--- config.mk ---
export PLATFORM = sky130hd
export DESIGN_NAME = rotary_apply_flat
export DESIGN_NICKNAME = d
export VERILOG_FILES = /design/src/rtl/rotary_apply_if.sv /design/src/rtl/rotary_apply.sv /design/src/flat_wrapper.sv
export SDC_FILE = /design/constraint.sdc
export NUM_CORES = 1
export LEC_CHECK = 0
export BUFFER_PORTS_ARGS = -buffer_cell sky130_fd_sc_hd__buf_2
export CORE_MARGIN = 8
export CORE_UTILIZATION = 52
export CTS_CLUSTER_DIAMETER = 50
export CTS_CLUSTER_SIZE = 20
export DETAILED_ROUTE_END_ITERATION = 7
export PLACE_DENSITY = 0.73
export SYNTH_ARGS = -nofsm -noshare
export SYNTH_HDL_FRONTEND = slang
export SYNTH_SLANG_ARGS = --single-unit
--- constraint.sdc ---
create_clock -name clk_i -period 4.8 [get_ports clk_i]
set_input_delay 0.72 -clock clk_i [delete_from_list [all_inputs] [get_ports clk_i]]
set_output_delay 0.72 -clock clk_i [all_outputs]
set_load 0.1 [all_outputs]
--- src/rtl/rotary_apply_if.sv ---
// Rotary-index-to-video-parameter bundle between a rotary decoder / vsync source and rotary_apply.
// Ports: counter_i, vs_i (source -> applier), index_o, value_o, changed_o, osd_o (applier -> consumer).
// The master modport is the driving side; the slave modport is the rotary_apply block.
interface rotary_apply_if #(
    parameter int N = 12,
    parameter int W = 8
);
    localparam int CW = $clog2(N);

    logic [CW-1:0] counter_i;
    logic          vs_i;
    logic [CW-1:0] index_o;
    logic [W-1:0]  value_o;
    logic          changed_o;
    logic          osd_o;

    modport master (
        output counter_i, vs_i,
        input  index_o, value_o, changed_o, osd_o
    );

    modport slave (
        input  counter_i, vs_i,
        output index_o, value_o, changed_o, osd_o
    );
endinterface

--- src/rtl/rotary_apply.sv ---
// Purpose: slews a position index toward the decoder count once per frame and maps it to a saturated W-bit value.
// Latency: counter_i -> target 1 cycle; index/value update on the edge that first samples vs_i high; osd_o one edge later.
// Backpressure: none; counter_i is sampled every cycle and vs_i is edge-detected, nothing stalls upstream.
// Ports: clk_i, rst_i (sync, active-high), bus (slave modport): counter_i, vs_i in; index_o, value_o, changed_o, osd_o out.
module rotary_apply #(
    parameter int N    = 12,
    parameter int INIT = 0,
    parameter int W    = 8,
    parameter int BASE = 0,
    parameter int STEP = 16,
    parameter int SLEW = 1,
    parameter int HOLD = 120
) (
    input  logic           clk_i,
    input  logic           rst_i,
    rotary_apply_if.slave  bus
);
    localparam int CW = $clog2(N);
    localparam int AW = W + CW + 1;
    // A zero HOLD still needs a one-bit register; it simply never leaves 0.
    localparam int HW = (HOLD > 0) ? $clog2(HOLD + 1) : 1;

    localparam logic [CW-1:0] MAX_IDX  = CW'(N - 1);
    localparam logic [CW-1:0] INIT_IDX = CW'(INIT);

    // BASE + idx*STEP in a width that cannot wrap, clipped to the all-ones W-bit value.
    function automatic logic [W-1:0] sat_value(input logic [CW-1:0] idx);
        logic [AW-1:0] raw;
        raw = AW'(BASE) + AW'(idx) * AW'(STEP);
        if (raw > AW'({W{1'b1}}))
            return {W{1'b1}};
        else
            return raw[W-1:0];
    endfunction

    logic [CW-1:0] tgt_q;
    logic [CW-1:0] index_q;
    logic [W-1:0]  value_q;
    logic          changed_q;
    logic          osd_q;
    logic [HW-1:0] hold_q;
    logic          vs_r;

    logic          fs;
    logic [CW-1:0] tgt_clamped;
    logic [CW-1:0] diff;
    logic [CW-1:0] idx_nxt;
    logic          idx_chg;

    assign fs          = bus.vs_i & ~vs_r;
    assign tgt_clamped = (bus.counter_i > MAX_IDX) ? MAX_IDX : bus.counter_i;

    // Step toward the registered target by at most SLEW; landing exactly on
    // the target when it is closer than SLEW keeps the index from overshooting.
    always_comb begin
        idx_nxt = index_q;
        diff    = '0;
        if (fs) begin
            if (tgt_q > index_q) begin
                diff    = tgt_q - index_q;
                idx_nxt = (int'(diff) > SLEW) ? index_q + CW'(SLEW) : tgt_q;
            end else if (tgt_q < index_q) begin
                diff    = index_q - tgt_q;
                idx_nxt = (int'(diff) > SLEW) ? index_q - CW'(SLEW) : tgt_q;
            end
        end
    end

    assign idx_chg = (idx_nxt != index_q);

    always_ff @(posedge clk_i) begin
        if (rst_i) begin
            tgt_q     <= INIT_IDX;
            index_q   <= INIT_IDX;
            value_q   <= sat_value(INIT_IDX);
            changed_q <= 1'b0;
            osd_q     <= 1'b0;
            hold_q    <= '0;
            // Start "high" so a vsync already asserted at release is not a frame start.
            vs_r      <= 1'b1;
        end else begin
            vs_r      <= bus.vs_i;
            tgt_q     <= tgt_clamped;
            index_q   <= idx_nxt;
            changed_q <= idx_chg;
            if (idx_chg)
                value_q <= sat_value(idx_nxt);
            if (idx_chg)
                hold_q <= HW'(HOLD);
            else if (fs && (hold_q != '0))
                hold_q <= hold_q - 1'b1;
            // Follows hold one edge late: rises the edge after a change and
            // falls the edge after the count reaches zero.
            osd_q     <= (hold_q != '0);
        end
    end

    assign bus.index_o   = index_q;
    assign bus.value_o   = value_q;
    assign bus.changed_o = changed_q;
    assign bus.osd_o     = osd_q;
endmodule

--- src/flat_wrapper.sv ---
// flat-port wrapper written by rule: the top's interface ports become plain ports
module rotary_apply_flat 
#(
    parameter int N    = 12,
    parameter int INIT = 0,
    parameter int W    = 8,
    parameter int BASE = 0,
    parameter int STEP = 16,
    parameter int SLEW = 1,
    parameter int HOLD = 120
)
  (clk_i, rst_i, bus_counter_i, bus_vs_i, bus_index_o, bus_value_o, bus_changed_o, bus_osd_o);
  rotary_apply_if #(.N(N), .W(W)) bus_i ();
  input  logic clk_i;
  input  logic rst_i;
  input wire logic [$bits(bus_i.counter_i)-1:0] bus_counter_i;
  input wire logic [$bits(bus_i.vs_i)-1:0] bus_vs_i;
  output wire logic [$bits(bus_i.index_o)-1:0] bus_index_o;
  output wire logic [$bits(bus_i.value_o)-1:0] bus_value_o;
  output wire logic [$bits(bus_i.changed_o)-1:0] bus_changed_o;
  output wire logic [$bits(bus_i.osd_o)-1:0] bus_osd_o;
  assign bus_i.counter_i = bus_counter_i;
  assign bus_i.vs_i = bus_vs_i;
  assign bus_index_o = bus_i.index_o;
  assign bus_value_o = bus_i.value_o;
  assign bus_changed_o = bus_i.changed_o;
  assign bus_osd_o = bus_i.osd_o;
  rotary_apply #(.N(N), .INIT(INIT), .W(W), .BASE(BASE), .STEP(STEP), .SLEW(SLEW), .HOLD(HOLD)) u_core (.clk_i(clk_i), .rst_i(rst_i), .bus(bus_i));
endmodule
==> results.py <==
metrics = {
    "yosys": {
        "yosys-top-cells-count": "22 x dfxtp_1, 16 x nor2_1, 11 x a21oi_1",
        "synth_flop_cell": "dfxtp_1",
        "yosys_warnings": 0,
        "synth_top_family_by_area": "simple AND/OR/NAND/NOR gates",
        "ys_seq_area_frac": 0.2931,
        "synth_compound_area_frac": 0.1898,
        "synth_fa_ha_area_frac": 0.1099,
        "synth_edf_count": 0,
        "async_reset_ff_frac": 0,
        "synth_cell_types": 54,
        "yosys.area.top_type": "dfxtp_1",
        "syn_area_per_cell_um2": 9.052,
        "yosysMostFrequentCell": "dfxtp_1",
        "synth.area.top_cells": "dfxtp_1 29%, ha_1 8.3%, nor2_1 4.0%",
        "syn_area_um2": 1503,
        "synthCells": 166,
        "synth-simple-area-share": 0.2206,
        "ys_ff_latch": 22,
        "synth_top_area_share": 0.2931,
        "synthMuxAreaShare": 0.06162,
        "synth_xor_area_frac": 0.05246,
    },
    "clock_network": {
        "ctsLongestPathBuffers": 2,
        "cts_buffers": 3,
        "cts_resized": 0,
        "htreeDepth": 1,
        "cts_tree": "done",
        "clkTransAtPathRegs_ns": 0.12,
        "cts-root-buf": "clkbuf_4",
        "cts_hold_buf": 0,
        "clkSinkCount": 22,
        "insertion_delay_ns": 0.30,
        "post_cts_buffers": 0,
    },
    "sta": {
        "slew_headroom": 0.5293,
        "finalSetupTns_ns": 0,
        "setup_viol": 0,
        "skew_ns": 0.003023,
        "timing.final.crit_share": 0.7641,
        "layout_min_cycle_time_ns": 3.668,
        "rsz0062_at_grt": "false",
        "hold_violations": 0,
        "final_max_slew_viol_count": 0,
        "fmax_ghz": 0.2726,
        "worst_slew_pin_slew_ns": 0.6987,
    },
    "setup_path": {
        "cp_slowest_stage_delay_ns": 0.52,
        "crit_slowest_cell": "fa_1",
        "critPathKind": "register to register",
        "crit_fanout": 12,
        "crit_family": "simple AND/OR/NAND/NOR gates",
        "cp-start-kind": "register",
        "cp_cell_sequence": "inv_1 -> ha_1 -> fa_1 -> nand2b_1 -> or4b_4 -> and2_4 -> mux2i_1 -> a21oi_1 -> a311oi_1 -> and4_4 -> mux2_2",
        "crit_buf_inv": 1,
        "cp_data_arrival_time_ns": 3.87,
        "required_ns": 5.00,
        "crit_path_end_kind": "register",
    },
    "pwr": {
        "pwr_density_cell_nw_per_um2": 356.4,
        "netSwitchingFraction": 0.4211,
        "p_int_uw": 330.4,
        "p_comb_frac": 0.443,
        "p_leak_nw": 0.6795,
        "power_frac_clock": 0.173,
        "ir_worst_vdd_mv": 0.2748,
        "power_frac_seq": 0.384,
        "switching_power_uw": 240.3,
    },
    "detailed_routing": {
        "final_antenna_net_count": 0,
        "wl_per_cell_um": 15.24,
        "num_vias": 1240,
        "first_pass_iters": 4,
        "first_iter_violations": 85,
        "drt_drc_violations_left": 0,
        "vias_per_cell": 5.905,
        "routed_wl_um": 3200,
    },
    "floorplanning": {
        "row_count": 19,
        "die_area_um2": 4866,
        "die_w_um": 69.76,
        "die_height_um": 69.76,
        "ios": 21,
        "core_um2": 2758,
        "start_util": 0.5449,
    },
    "grt": {
        "grt_use_met3": 0.03004,
        "antenna_found_initial": 0,
        "grt_max_degree": 23,
        "track_usage": 0.1299,
        "grt_overflow": 0,
        "top_usage_layer": "met2",
        "use_met1": 0.1460,
        "met2_usage": 0.2295,
        "grt_pass1_wl_um": 5492,
        "grt_pass1_vias": 1267,
    },
    "placed_design": {
        "placed_area_um2": 1565,
        "place.gp.congestion": 0.9597,
        "port-buffer-count": 16,
        "dp_hpwl_um": 2571,
    },
    "hold_path": {
        "hold_class": "register to register",
    },
    "flow_run": {
        "cap_violations": 0,
    },
    "layout": {
        "finalInstanceArea_um2": 1602,
        "fin_util": 0.5808,
        "final_nets": 199,
        "post_route_cells_drive_above_1_share": 0.1955,
        "synthToLayoutAreaGrowth_pct": 6.578,
        "antenna_cells": 0,
    },
    "run_status": {
        "status": "finished clean",
    },
}
==> worst reg2reg max path: stages, from the launching register on <==
cell,delay [ns]
dfxtp_1,0.48
inv_1,0.19
ha_1,0.26
fa_1,0.52
nand2b_1,0.06
or4b_4,0.51
and2_4,0.20
mux2i_1,0.23
a21oi_1,0.13
a311oi_1,0.28
and4_4,0.37
mux2_2,0.35
==> final cells by class <==
cell class                      count  area, µm²
Tap cell                           31      38.79
Timing Repair Buffer               16      80.08
Multi-Input combinational cell    127      968.4
Fill cell                         268       1156
Sequential cell                    22      440.4
Inverter                           10      37.54
Clock buffer                        4      36.28
==> per-layer routing <==
| layer | up-vias | wire length (µm) | part of all wire |
|---|---|---|---|
| met3 | 7 | 186 | 0.058 |
| met5 | - | 0 | 0 |
| met4 | 0 | 46 | 0.014 |
| met1 | 582 | 1361 | 0.43 |
| li1 | 615 | - | - |
| met2 | 36 | 1606 | 0.50 |
==> cell usage in the layout (no fill, tap or decap), drive strengths merged, types with 3 or more instances in the layout <==
cell type,n
a211oi,3
a21oi,12
buf,16
clkbuf,4
conb,4
dfxtp,22
ha,10
inv,10
mux2,4
mux2i,4
nand3,7
nor2,16
nor2b,7
nor3,3
nor3b,4
o21ai,7
xnor2,5
xor2,4
==> sequential cells by signal, summed over array words and instances (netlist names) <==
signal / count
u_core.bus.changed_o: 1
u_core.bus.osd_o: 1
u_core.vs_r: 1
u_core.bus.index_o: 4
u_core.bus.value_o: 4
u_core.tgt_q: 4
u_core.hold_q: 7
==> kinds of logic (layout without fill, tap and decap cells) <==
kind of cell | count (synthesis) | after routing
xor gates and xnor gates | 9 | 9
buffers and inverters | 20 | 30
AOI/OAI and AO/OA | 40 | 40
and+or+nand+nor | 54 | 54
adders and majority gates | 12 | 12
muxes | 8 | 8
DFF | 22 | 22
other | 1 | 4
==> metrics by stage <==
| stage | setup slack (ns) | hold WS, ns | power (mW) | instances |
|---|---|---|---|---|
| 2_1_floorplan | 0.6872 | 0.4621 | 0.4395 | 169 |
| 3_3_place_gp | 1.247 | 0.4754 | 0.4693 | 206 |
| 3_5_place_dp | 1.186 | 0.4815 | 0.4746 | 206 |
| 4_1_cts | 1.152 | 0.5005 | 0.5743 | 210 |
| 5_1_grt | 0.9792 | 0.5755 | 0.6036 | 210 |
| 6_report | 1.132 | 0.4997 | 0.5707 | 210 |
==> worst paths after layout <==
kind | from | end | slack [ns] | cells past startpoint
setup / recovery | u_core.bus.index_o[0]$_SDFF_PP0_ | u_core.bus.value_o[4]$_SDFFE_PP0P_ | 1.13 | 11
setup reg to reg | u_core.bus.index_o[0]$_SDFF_PP0_ | u_core.bus.value_o[4]$_SDFFE_PP0P_ | 1.13 | 11
hold / removal | u_core.hold_q[6]$_SDFFE_PP0P_ | u_core.hold_q[6]$_SDFFE_PP0P_ | 0.50 | 2
hold reg to reg | u_core.hold_q[6]$_SDFFE_PP0P_ | u_core.hold_q[6]$_SDFFE_PP0P_ | 0.50 | 2
==> power by group through the flow <==
stage | combinational [mW] | clock (mW) | sequential (mW)
detailed placement | 0.251 | 0 | 0.223
finish | 0.253 | 0.0989 | 0.219
floorplan | 0.164 | 0 | 0.276
CTS | 0.253 | 0.102 | 0.219
global route | 0.273 | 0.109 | 0.222
global placement | 0.247 | 0 | 0.222
No activity file was read; power rests on OpenSTA's default activity.
